`config.mk`:
```
export PLATFORM = sky130hd
export DESIGN_NAME = aidc_path_ctrl
export DESIGN_NICKNAME = d
export VERILOG_FILES = /design/src/rtl/aidc_path_ctrl.sv
export SDC_FILE = /design/constraint.sdc
export NUM_CORES = 1
export LEC_CHECK = 0
export BUFFER_PORTS_ARGS = -buffer_cell sky130_fd_sc_hd__buf_2
export CAP_MARGIN = 20
export CORE_UTILIZATION = 56
export DETAILED_ROUTE_END_ITERATION = 6
export GPL_TIMING_DRIVEN = 0
export HOLD_SLACK_MARGIN = 0.02
export PLACE_DENSITY = 0.83
export SLEW_MARGIN = 30
export SYNTH_ARGS = -nofsm -noshare
export SYNTH_HDL_FRONTEND = slang
export SYNTH_SLANG_ARGS = --single-unit
```
`constraint.sdc`:
```
create_clock -name clk -period 4.6 [get_ports clk]
set_input_delay 1.38 -clock clk [delete_from_list [all_inputs] [get_ports clk]]
set_output_delay 1.38 -clock clk [all_outputs]
set_load 0.01 [all_outputs]
```
`src/rtl/aidc_path_ctrl.sv`:
```
// Purpose : sequences a glitch-free swap between the compression and bypass datapaths.
//           It stalls new AR/AW requests and waits until every outstanding read and
//           write has completed before it changes ENABLE.
// Latency : an idle switch stalls for 2 cycles. The stall rises one edge after the
//           request is sampled, and enable_o changes on the edge after that.
// Backpr. : only AR/AW are stalled (ar_stall_o/aw_stall_o). R and B are never stalled.
//
// Ports   : clk, rst_n (async, active low)
//           enable_req_i                requested path (1 = compression, 0 = bypass)
//           ar/aw_valid_i, ar/aw_ready_i    request handshakes, observed after gating
//           r_valid_i, r_ready_i, r_last_i  read completion (last beat)
//           b_valid_i, b_ready_i            write completion
//           enable_o, ar_stall_o, aw_stall_o, busy_o, rd_ot_o, wr_ot_o, err_o, timeout_o
// Options : when AIDC_PATH_CTRL_TIMEOUT_EN is defined, a drain that lasts TIMEOUT_CYC
//           cycles is abandoned and timeout_o is set. Otherwise timeout_o is tied to 0.
module aidc_path_ctrl #(
    parameter int OT_W        = 6,
    parameter int TIMEOUT_CYC = 1024
) (
    input  logic            clk,
    input  logic            rst_n,
    input  logic            enable_req_i,
    input  logic            ar_valid_i,
    input  logic            ar_ready_i,
    input  logic            aw_valid_i,
    input  logic            aw_ready_i,
    input  logic            r_valid_i,
    input  logic            r_ready_i,
    input  logic            r_last_i,
    input  logic            b_valid_i,
    input  logic            b_ready_i,
    output logic            enable_o,
    output logic            ar_stall_o,
    output logic            aw_stall_o,
    output logic            busy_o,
    output logic [OT_W-1:0] rd_ot_o,
    output logic [OT_W-1:0] wr_ot_o,
    output logic            err_o,
    output logic            timeout_o
);

    typedef enum logic [1:0] {
        ST_STEADY = 2'd0,
        ST_DRAIN  = 2'd1,
        ST_SWITCH = 2'd2
    } state_t;

    localparam logic [OT_W-1:0] OT_MAX = '1;

    state_t          r_state;
    state_t          w_state_nxt;
    logic            r_enable;
    logic            w_enable_nxt;
    logic [OT_W-1:0] r_rd_ot;
    logic [OT_W-1:0] r_wr_ot;
    logic [OT_W-1:0] w_rd_ot_nxt;
    logic [OT_W-1:0] w_wr_ot_nxt;
    logic            w_rd_err;
    logic            w_wr_err;
    logic            r_err;
    logic            w_to_hit;
    logic            w_to_fire;

    logic w_ar_hs;
    logic w_aw_hs;
    logic w_rl_hs;
    logic w_b_hs;
    logic w_ar_stall;
    logic w_aw_stall;

    assign w_ar_hs = ar_valid_i & ar_ready_i;
    assign w_aw_hs = aw_valid_i & aw_ready_i;
    assign w_rl_hs = r_valid_i & r_ready_i & r_last_i;
    assign w_b_hs  = b_valid_i & b_ready_i;

    // A saturated counter also stalls, so no further request can overflow it.
    assign w_ar_stall = (r_state != ST_STEADY) || (r_rd_ot == OT_MAX);
    assign w_aw_stall = (r_state != ST_STEADY) || (r_wr_ot == OT_MAX);

    // Outstanding counters. A request and a completion in the same cycle cancel.
    // An underflow or overflow holds the counter and is reported as a protocol error.
    always_comb begin
        w_rd_ot_nxt = r_rd_ot;
        w_rd_err    = 1'b0;
        if (w_ar_hs && !w_rl_hs) begin
            if (r_rd_ot == OT_MAX) w_rd_err = 1'b1;
            else                   w_rd_ot_nxt = r_rd_ot + 1'b1;
        end else if (w_rl_hs && !w_ar_hs) begin
            if (r_rd_ot == '0) w_rd_err = 1'b1;
            else               w_rd_ot_nxt = r_rd_ot - 1'b1;
        end
    end

    always_comb begin
        w_wr_ot_nxt = r_wr_ot;
        w_wr_err    = 1'b0;
        if (w_aw_hs && !w_b_hs) begin
            if (r_wr_ot == OT_MAX) w_wr_err = 1'b1;
            else                   w_wr_ot_nxt = r_wr_ot + 1'b1;
        end else if (w_b_hs && !w_aw_hs) begin
            if (r_wr_ot == '0) w_wr_err = 1'b1;
            else               w_wr_ot_nxt = r_wr_ot - 1'b1;
        end
    end

`ifdef AIDC_PATH_CTRL_TIMEOUT_EN
    localparam int TO_W = (TIMEOUT_CYC > 1) ? $clog2(TIMEOUT_CYC) : 1;
    logic [TO_W-1:0] r_to_cnt;
    logic            r_timeout;

    // The counter is held at zero outside DRAIN, so it always starts from zero on entry.
    // It reaches TIMEOUT_CYC-1 on the last permitted DRAIN cycle.
    always_ff @(posedge clk or negedge rst_n) begin
        if (!rst_n)                    r_to_cnt <= '0;
        else if (r_state != ST_DRAIN)  r_to_cnt <= '0;
        else if (!w_to_hit)            r_to_cnt <= r_to_cnt + 1'b1;
    end

    assign w_to_hit = (r_state == ST_DRAIN) && (r_to_cnt == TO_W'(TIMEOUT_CYC - 1));

    always_ff @(posedge clk or negedge rst_n) begin
        if (!rst_n)         r_timeout <= 1'b0;
        else if (w_to_fire) r_timeout <= 1'b1;
    end

    assign timeout_o = r_timeout;
`else
    // TIMEOUT_CYC only matters in the timeout build; this term is always 0.
    assign w_to_hit  = 1'b0 & (TIMEOUT_CYC > 0);
    assign timeout_o = 1'b0;
`endif

    // The FSM uses registered counters. The switch is taken only after the last
    // completion has already been counted.
    always_comb begin
        w_state_nxt  = r_state;
        w_enable_nxt = r_enable;
        w_to_fire    = 1'b0;
        case (r_state)
            ST_STEADY: begin
                if (enable_req_i != r_enable) w_state_nxt = ST_DRAIN;
            end
            ST_DRAIN: begin
                if (enable_req_i == r_enable) begin
                    w_state_nxt = ST_STEADY;
                end else if ((r_rd_ot == '0) && (r_wr_ot == '0)) begin
                    w_state_nxt  = ST_SWITCH;
                    w_enable_nxt = enable_req_i;
                end else if (w_to_hit) begin
                    w_state_nxt = ST_STEADY;
                    w_to_fire   = 1'b1;
                end
            end
            ST_SWITCH: w_state_nxt = ST_STEADY;
            default:   w_state_nxt = ST_STEADY;
        endcase
    end

    always_ff @(posedge clk or negedge rst_n) begin
        if (!rst_n) begin
            r_state  <= ST_STEADY;
            r_enable <= 1'b0;
            r_rd_ot  <= '0;
            r_wr_ot  <= '0;
            r_err    <= 1'b0;
        end else begin
            r_state  <= w_state_nxt;
            r_enable <= w_enable_nxt;
            r_rd_ot  <= w_rd_ot_nxt;
            r_wr_ot  <= w_wr_ot_nxt;
            r_err    <= r_err | w_rd_err | w_wr_err
                        | (w_ar_hs & w_ar_stall) | (w_aw_hs & w_aw_stall);
        end
    end

    assign enable_o   = r_enable;
    assign ar_stall_o = w_ar_stall;
    assign aw_stall_o = w_aw_stall;
    assign busy_o     = (r_state != ST_STEADY);
    assign rd_ot_o    = r_rd_ot;
    assign wr_ot_o    = r_wr_ot;
    assign err_o      = r_err;

endmodule
```
# After elaboration in Yosys (flattened, before gate mapping)
# Cells that the tools add are included.
# Widths: inputs -> output; s select.
# totals
regBits,16
latchBits,0
output_inout_bits,18
inputBits,12
memories,0
romBits,0
ram_bits,0
# classes
eq_ne,11
div_mod_pow,0
addsub,4
magnitude_cmp,0
n_mul,0
n_mux,20
n_reduce_logical,21
shift,0
bitwise_logic,12
# ops
operator,count
$mux 6,8
$add 6x1->6 const B,2
$eq 6x6->1 const B,2
$logic_not 6->1,2
$sub 6x1->6 const B,2
$ne 2x2->1 const B,5
$reduce_and 3->1,3
$mux 1,8
$and 1x1->1,7
$mux 2,3
$reduce_bool 2->1,3
$logic_and 1x1->1,5
$logic_not 1->1,4
$or 1x1->1,4
$pmux 2 s2,1
$ne 3x3->1 const B,1
$eq 2x1->1 const B,1
$logic_not 2->1,1
$logic_or 1x1->1,2
$reduce_and 2->1,1
$eq 1x1->1,1
$ne 1x1->1,1
$not 1->1,1

# Logic depth before layout (Yosys ltp)
# Gate-level depths: netlist (run 1).
# logic_depth
ltp_word,9
mapped_depth,10
ltp_nobuf,10

# Worst setup path after synthesis (run 1)
# Ideal clock, no wire load.
# synth_path
kind,input -> register
startpoint,in ar_valid_i
endpoint,"reg r_rd_ot[5], in the netlist rd_ot_o[5]"
setup_slack_ns,1.532
path_buffers,0
arrival_ns,2.987
stages,10
path_cell_list,nand2_1 > inv_1 > ha_1 > inv_1 > ha_1 > a211oi_1 > o21bai_1 > a21oi_1 > mux2i_1 > xnor2_1
# synth_between
elab_chain_len,5
# synth_rtl
item,line_no,source
from (decl),23,"input logic ar_valid_i,"
$and 1x1->1 *,71,assign w_ar_hs = ar_valid_i & ar_ready_i;
$logic_not 1->1,88,end else if (w_rl_hs && !w_ar_hs) begin
$logic_and 1x1->1,88,
$reduce_bool 2->1 (no line),n/a,
$reduce_and 3->1 (no line),n/a,
to (signal assigned),169,r_rd_ot <= w_rd_ot_nxt;
to (decl),54,logic [OT_W-1:0] r_rd_ot;
# Mark *: on every way between the ends. The rest lies on a longest branch, timed or not.
# A chain may end at the register's enable or synchronous reset.

# Final worst setup path (run 1)
# layout_path
startpoint,in aw_valid_i
endpoint,"reg r_wr_ot[5], in the netlist wr_ot_o[5]"
# layout_between
elab_chain_len,5
# layout_rtl
item,line_no,source
from (decl),25,"input logic aw_valid_i,"
$and 1x1->1 *,72,assign w_aw_hs = aw_valid_i & aw_ready_i;
$logic_not 1->1,100,end else if (w_b_hs && !w_aw_hs) begin
$logic_and 1x1->1,100,
$reduce_bool 2->1 (no line),n/a,
$reduce_and 3->1 (no line),n/a,
to (signal assigned),170,r_wr_ot <= w_wr_ot_nxt;
to (decl),55,logic [OT_W-1:0] r_wr_ot;
# Marks and branches as above.

==> results.cfg, run 1 <==
[run_status]
status = finished, final reports clean

[drt]
dr.pass1.iters = 4
route.detailed.drc = 0
viasPerCell = 5.527
drt_iter0_drc = 12
wl_per_cell_microns = 14.37
drtAntennaViolNets = 0
drt-total-wl_microns = 2616
via_count = 1006

[grt]
grt_overflow = 0
grt_busiest_layer = met2
gr-usage-met1 = 0.2857
grt_use_met3 = 0.05926
grt_start_max_net_pins = 17
grt_util_met2 = 0.4649
grt_pass1_wl_microns = 3967
antenna_found_initial = 0
grt_pass1_vias = 938
grtUsageTotal = 0.2512

[critical_path]
cp-start-kind = primary input
critPathArrivalTime_ns = 3.32
critPathTopFamily = compound AO/OA/AOI/OAI gates
crit_slowest_cell = ha_1
worst_setup_path_end_kind = flip-flop
path_class = primary input to flip-flop
timing.rr.start = rd_ot_o[1]
cp-startpoint = aw_valid_i
cp_cell_sequence = buf_2 -> nand2_1 -> inv_1 -> ha_1 -> inv_1 -> ha_1 -> a211oi_1 -> o21bai_1 -> a21oi_1 -> mux2i_1 -> xnor2_1
r2r-end = enable_o
regToRegSetupSlack_ns = 2.60
cp_num_cells = 11
max_stage_delay_ns = 0.29
timing.critical_path.to = wr_ot_o[5]
cp.buffers_inverters = 3
worstRegToRegCells = 5
crit_path_max_fanout = 8
required_ns = 4.82

[yosys]
syn_nets = 149
yosysTopAreaCell = dfrtp_1
syn-instance-count = 123
synth_top_cell_area_share = 0.3361
seq_area_frac_synth = 0.3361
ys_types = 33
avgSynthCellArea_sq_um = 9.684
ys_ff_latch = 16
yosys_warnings = 0
synth_area_leaders = dfrtp_1 (34%), ha_1 (13%), xor2_1 (4.4%)
synthesis.area_sq_mm = 0.001191

[place]
dpl-instance-area_sq_mm = 0.001365
gp_congestion = 0.8077
dp_hpwl_microns = 2039
port_buffers = 28

[sta]
setup_tns_ns = 0
period_needed_ns = 3.101
rsz0062_at_grt = false
finalSetupViolations = 0
drv_slew = 0
timing.final.crit_share = 0.6742
skew_ns = 0.004953
fmax_mhz = 322.4
finalHoldViolations = 0

[hold_path]
hold_start = err_o
min_path_type = flip-flop to flip-flop

[power_and_ir_drop]
power.density_mw_per_mm2 = 622.6
switching_share = 0.4479
pwr-share-clk = 0.109
irDropWorstVdd_uv = 438.1
seqPwrFrac = 0.344
comb_power_share = 0.547
switchingPower_mw = 0.3907
leakage_nw = 0.7023
p_int_mw = 0.4817

[floorplanning]
core-area_sq_mm = 0.001982
dieArea_sq_mm = 0.002316
num_io_pins = 30
rows = 16
die_x_microns = 48.12
start_util = 0.6010
dieHeight_microns = 48.12

[clock_network]
clk_path_buf_depth = 2
post_cts_resize_count = 0
ctsHoldBuffers = 0
cts_tree = yes
numClockSinks = 16
htree_levels = 1
post_cts_buffers = 0
cts.root.buffer_cell = clkbuf_4
clock_latency_ns = 0.29
path_clk_slew_ns = 0.10
cts_made_buffers = 3

[cells_and_area]
final_util = 0.7071
layout_common_cells = buf_2 (28), dfrtp_1 (16), nand2_1 (12), ha_1 (12), o21ai_0 (10)
nets = 182
drive_above_1_share = 0.2903
area_growth_pct = 17.65
final_common_cell = buf_2
final_area_sq_mm = 0.001401
diodes = 0

[job]
maxCapViolCount = 0
-- layout make-up --
class	instances	area (sq um)
plain buffers	2	18.77
clock buffers	4	36.28
fillers	155	580.6
inverters	9	33.78
multi-input cells	96	738.2
flip-flops and latches	16	400.4
well taps	27	33.78
repair buffers	28	140.1
-- registers in the layout, summed over array words and instances (netlist names) --
register / cells
enable_o: 1
wr_ot_o: 6
rd_ot_o: 6
r_state: 2
err_o: 1
-- metal layers --
| layer | share of wire | wire [microns] | vias up |
|---|---|---|---|
| met3 | 0.039 | 102 | 2 |
| met4 | 0.00076 | 2 | 0 |
| li1 | - | - | 497 |
| met2 | 0.54 | 1422 | 30 |
| met1 | 0.42 | 1088 | 477 |
| met5 | 0 | 0 | - |
-- power groups by stage --
| stage | sequential, mW | combinational (mW) | clock (mW) |
|---|---|---|---|
| CTS | 0.300 | 0.481 | 0.0990 |
| global route | 0.311 | 0.533 | 0.105 |
| detailed placement | 0.302 | 0.476 | 0 |
| finish | 0.300 | 0.477 | 0.0947 |
| global placement | 0.293 | 0.446 | 0 |
| floorplan | 0.306 | 0.320 | 0 |
-- synth_stat cells (all sizes together) --
| library cell | n |
|---|---|
| or4 | 3 |
| mux2 | 2 |
| or2 | 3 |
| ha | 12 |
| o21bai | 2 |
| mux2i | 2 |
| nand2b | 1 |
| nand2 | 12 |
| conb | 1 |
| dfrtp | 16 |
| fa | 2 |
| a211o | 2 |
| a21o | 4 |
| a31oi | 1 |
| nand3 | 4 |
| xnor2 | 5 |
| buf | 2 |
| o21ai | 11 |
| inv | 9 |
| a211oi | 2 |
| nand4 | 3 |
| nor2 | 4 |
| xor2 | 6 |
| a21oi | 6 |
| nor3 | 8 |
-- how the worst min path moves through the flow --
stage                       to  slack [ns]  depth (start not counted)
global placement         err_o        0.46                          1
floorplan           r_state[0]        0.46                          1
global route             err_o        0.52                          1
CTS                      err_o        0.49                          1
finish                   err_o        0.49                          1
detailed placement       err_o        0.47                          1
-- stage by stage --
stage / std cells / hold WS [ns] / setup slack [ns] / power [mW]
final: 182 / 0.4896 / 1.499 / 0.8725
after global routing: 182 / 0.5244 / 1.277 / 0.9491
after CTS: 182 / 0.4932 / 1.511 / 0.8797
after detailed placement: 178 / 0.4686 / 1.206 / 0.7781
after global placement: 178 / 0.4563 / 1.262 / 0.7388
after floorplan: 123 / 0.4591 / 1.532 / 0.6258
-- logic make-up after synthesis --
| logic type | Yosys count | share of synthesized area |
|---|---|---|
| simple gates | 38 | 0.1880 |
| compound gates | 28 | 0.1492 |
| flops | 16 | 0.3361 |
| fa+ha+maj | 14 | 0.1597 |
| xor+xnor | 11 | 0.08088 |
| buf+inv | 11 | 0.04412 |
| mux | 4 | 0.03886 |
| other cells | 1 | 0.003148 |
Note: power is estimated with default switching activity, not from simulation.
==> run 2: changes to the inputs <==
--- a/config.mk
+++ b/config.mk
@@ -5,13 +5,15 @@
 export SDC_FILE = /design/constraint.sdc
 export NUM_CORES = 1
 export LEC_CHECK = 0
+export ABC_AREA = 1
 export BUFFER_PORTS_ARGS = -buffer_cell sky130_fd_sc_hd__buf_2
 export CAP_MARGIN = 20
-export CORE_UTILIZATION = 56
+export CORE_ASPECT_RATIO = 1.75
+export CORE_UTILIZATION = 54
 export DETAILED_ROUTE_END_ITERATION = 6
 export GPL_TIMING_DRIVEN = 0
 export HOLD_SLACK_MARGIN = 0.02
-export PLACE_DENSITY = 0.83
+export PLACE_DENSITY = 0.8
 export SLEW_MARGIN = 30
 export SYNTH_ARGS = -nofsm -noshare
 export SYNTH_HDL_FRONTEND = slang
==> constraint.sdc (replaced) <==
create_clock -name clk -period 3.15 [get_ports clk]
set_input_delay 0.945 -clock clk [delete_from_list [all_inputs] [get_ports clk]]
set_output_delay 0.945 -clock clk [all_outputs]
set_load 0.01 [all_outputs]
==> results.cfg, run 2 <==
[grt]
grt_pass1_wl_microns = 4761
antenna_found_initial = 0
grt_overflow = 0
grt_pass1_vias = 1210
grt_start_max_net_pins = 17
grtUsageTotal = 0.2532

[clock_network]
numClockSinks = 16
post_cts_buffers = 0
htree_levels = 1
cts.root.buffer_cell = clkbuf_8
clk_path_buf_depth = 2
path_clk_slew_ns = 0.06
post_cts_resize_count = 0
cts_tree = yes
clock_latency_ns = 0.25
ctsHoldBuffers = 0
cts_made_buffers = 3

[yosys]
ys_ff_latch = 16
synth_common_cells = nand2_1 (75), inv_1 (23), dfrtp_1 (16)
syn-instance-count = 188
ys_async_sr_fraction = 1.000
synthesis.area_sq_mm = 0.001355
avgSynthCellArea_sq_um = 7.208
synth_edf_count = 0
ys_types = 26
seq_area_frac_synth = 0.2955
yosysTopAreaCell = dfrtp_1
yosysMostFrequentCell = nand2_1
yosys_warnings = 0
synth_ff_type = dfrtp_1
synth_area_leaders = dfrtp_1 (30%), nand2_1 (21%), ha_1 (11%)
syn_nets = 214
synth_top_cell_area_share = 0.2955

[floorplanning]
num_io_pins = 30
core-area_sq_mm = 0.002331
rows = 23
start_util = 0.5813
die_x_microns = 39.87
dieArea_sq_mm = 0.002721
dieHeight_microns = 68.27

[critical_path]
worst_setup_path_end_kind = flip-flop
max_stage_delay_ns = 0.34
crit_path_max_fanout = 6
cp_cell_sequence = buf_2 -> nand2_1 -> inv_1 -> ha_1 -> inv_2 -> ha_1 -> inv_1 -> nand2_1 -> nand3_1 -> nand2_1 -> nand2_1 -> nand2_1 -> nand2_1 -> nand2_1
critPathMostFrequentCell = nand2_1
required_ns = 3.29
cp.buffers_inverters = 4
cp-start-kind = primary input
critPathTopFamily = adder cells
path_class = primary input to flip-flop
critPathArrivalTime_ns = 2.47
crit_slowest_cell = ha_1

[power_and_ir_drop]
irDropWorstVdd_uv = 460.1
pwr-share-clk = 0.130
comb_power_share = 0.574
power.density_mw_per_mm2 = 888.1
switching_share = 0.4734
leakage_nw = 0.9272
power.total_mw = 1.405
p_int_mw = 0.7396
switchingPower_mw = 0.6649
seqPwrFrac = 0.296

[sta]
finalSetupViolations = 0
timing.final.crit_share = 0.7383
setup_tns_ns = 0
rsz0062_at_grt = false
drv_slew = 0
fmax_mhz = 430.0
period_needed_ns = 2.326
finalHoldViolations = 0
skew_ns = 0.003372

[run_status]
status = finished, final reports clean

[job]
maxCapViolCount = 0

[place]
gp_congestion = 0.7512
dpl-instance-area_sq_mm = 0.001526
dp_hpwl_microns = 2404
port_buffers = 28

[cells_and_area]
nets = 247
final_common_cell = nand2_1
diodes = 0
layout_common_cells = nand2_1 (75), buf_2 (28), inv_1 (23)
drive_above_1_share = 0.2273
fill_cells = 197
final_area_sq_mm = 0.001582
area_growth_pct = 16.71

[drt]
viasPerCell = 5.200
drt-total-wl_microns = 2922
drtAntennaViolNets = 0
wl_per_cell_microns = 11.93
drt_iter0_drc = 19
via_count = 1274
route.detailed.drc = 0
dr.pass1.iters = 4

[hold_path]
min_path_type = flip-flop to flip-flop
[run 2: cell count changes after synthesis, moves of 4 or more]
cell     previous run  this run
a21o_1              4         0
nor2_1              3        10
inv_1               9        23
nand2_1            12        75
o21ai_0            10         2
nand3_1             3         9
nor3_1              6         1
[run 2: cell type report]
type,count,area [sq um],area share
buffer,1,7.507,0.004747
clock buffer,4,55.05,0.03481
inverter,25,93.84,0.05934
multi-input combinational,146,853.3,0.5396
sequential,16,400.4,0.2532
tap,25,31.28,0.01978
timing repair buffer,28,140.1,0.08861
[run 2: kinds of logic after synthesis]
logic type / share of synthesized area
simple gates: 0.3980
buf+inv: 0.07479
flops: 0.2955
fa+ha+maj: 0.1403
compound gates: 0.03694
xor+xnor: 0.05171
other cells: 0.002767
[run 2: worst register-to-register path, delay by kind of cell, from the launching register on]
kind,cells,cell delay (ns)
simple gates,4,0.40
buf+inv,1,0.11
xor+xnor,1,0.15
fa+ha+maj,1,0.46
flops,1,0.44
[run 2: routing by layer]
metal,vias to the layer above,track usage,part of all wire
li1,650,-,-
met2,22,0.5121,0.58
met3,5,0.02922,0.022
met5,-,0,0
met1,597,0.2172,0.38
met4,0,0.1164,0.018
[run 2: metrics by stage]
stage | setup slack, ns | cells | hold WS [ns] | util
floorplan | 0.8499 | 188 | 0.4421 | -
global placement | 0.6150 | 241 | 0.4540 | 0.6549
detailed placement | 0.5475 | 241 | 0.4664 | 0.6549
CTS | 0.8067 | 245 | 0.4753 | 0.6785
global route | 0.6401 | 245 | 0.5064 | 0.6785
finish | 0.8244 | 245 | 0.4747 | 0.6785
[run 2: path summary, 6_finish.rpt]
check                                 from  depth (start not counted)  slack, ns    endpoint
min in group asynchronous            rst_n                          1       0.59  wr_ot_o[2]
max in group asynchronous            rst_n                          1       2.28  rd_ot_o[5]
worst min-delay path            r_state[0]                          1       0.47  r_state[0]
worst max register to register  wr_ot_o[0]                          7       1.53  wr_ot_o[4]
worst min register to register  r_state[0]                          1       0.47  r_state[0]
worst max-delay path            aw_valid_i                         14       0.82  wr_ot_o[5]
[run 2: power groups by stage]
stage	registers [mW]	logic (mW)	clock network, mW
global placement	0.411	0.771	0
CTS	0.414	0.814	0.187
finish	0.415	0.807	0.183
detailed placement	0.416	0.813	0
floorplan	0.427	0.569	0
global route	0.429	0.933	0.198
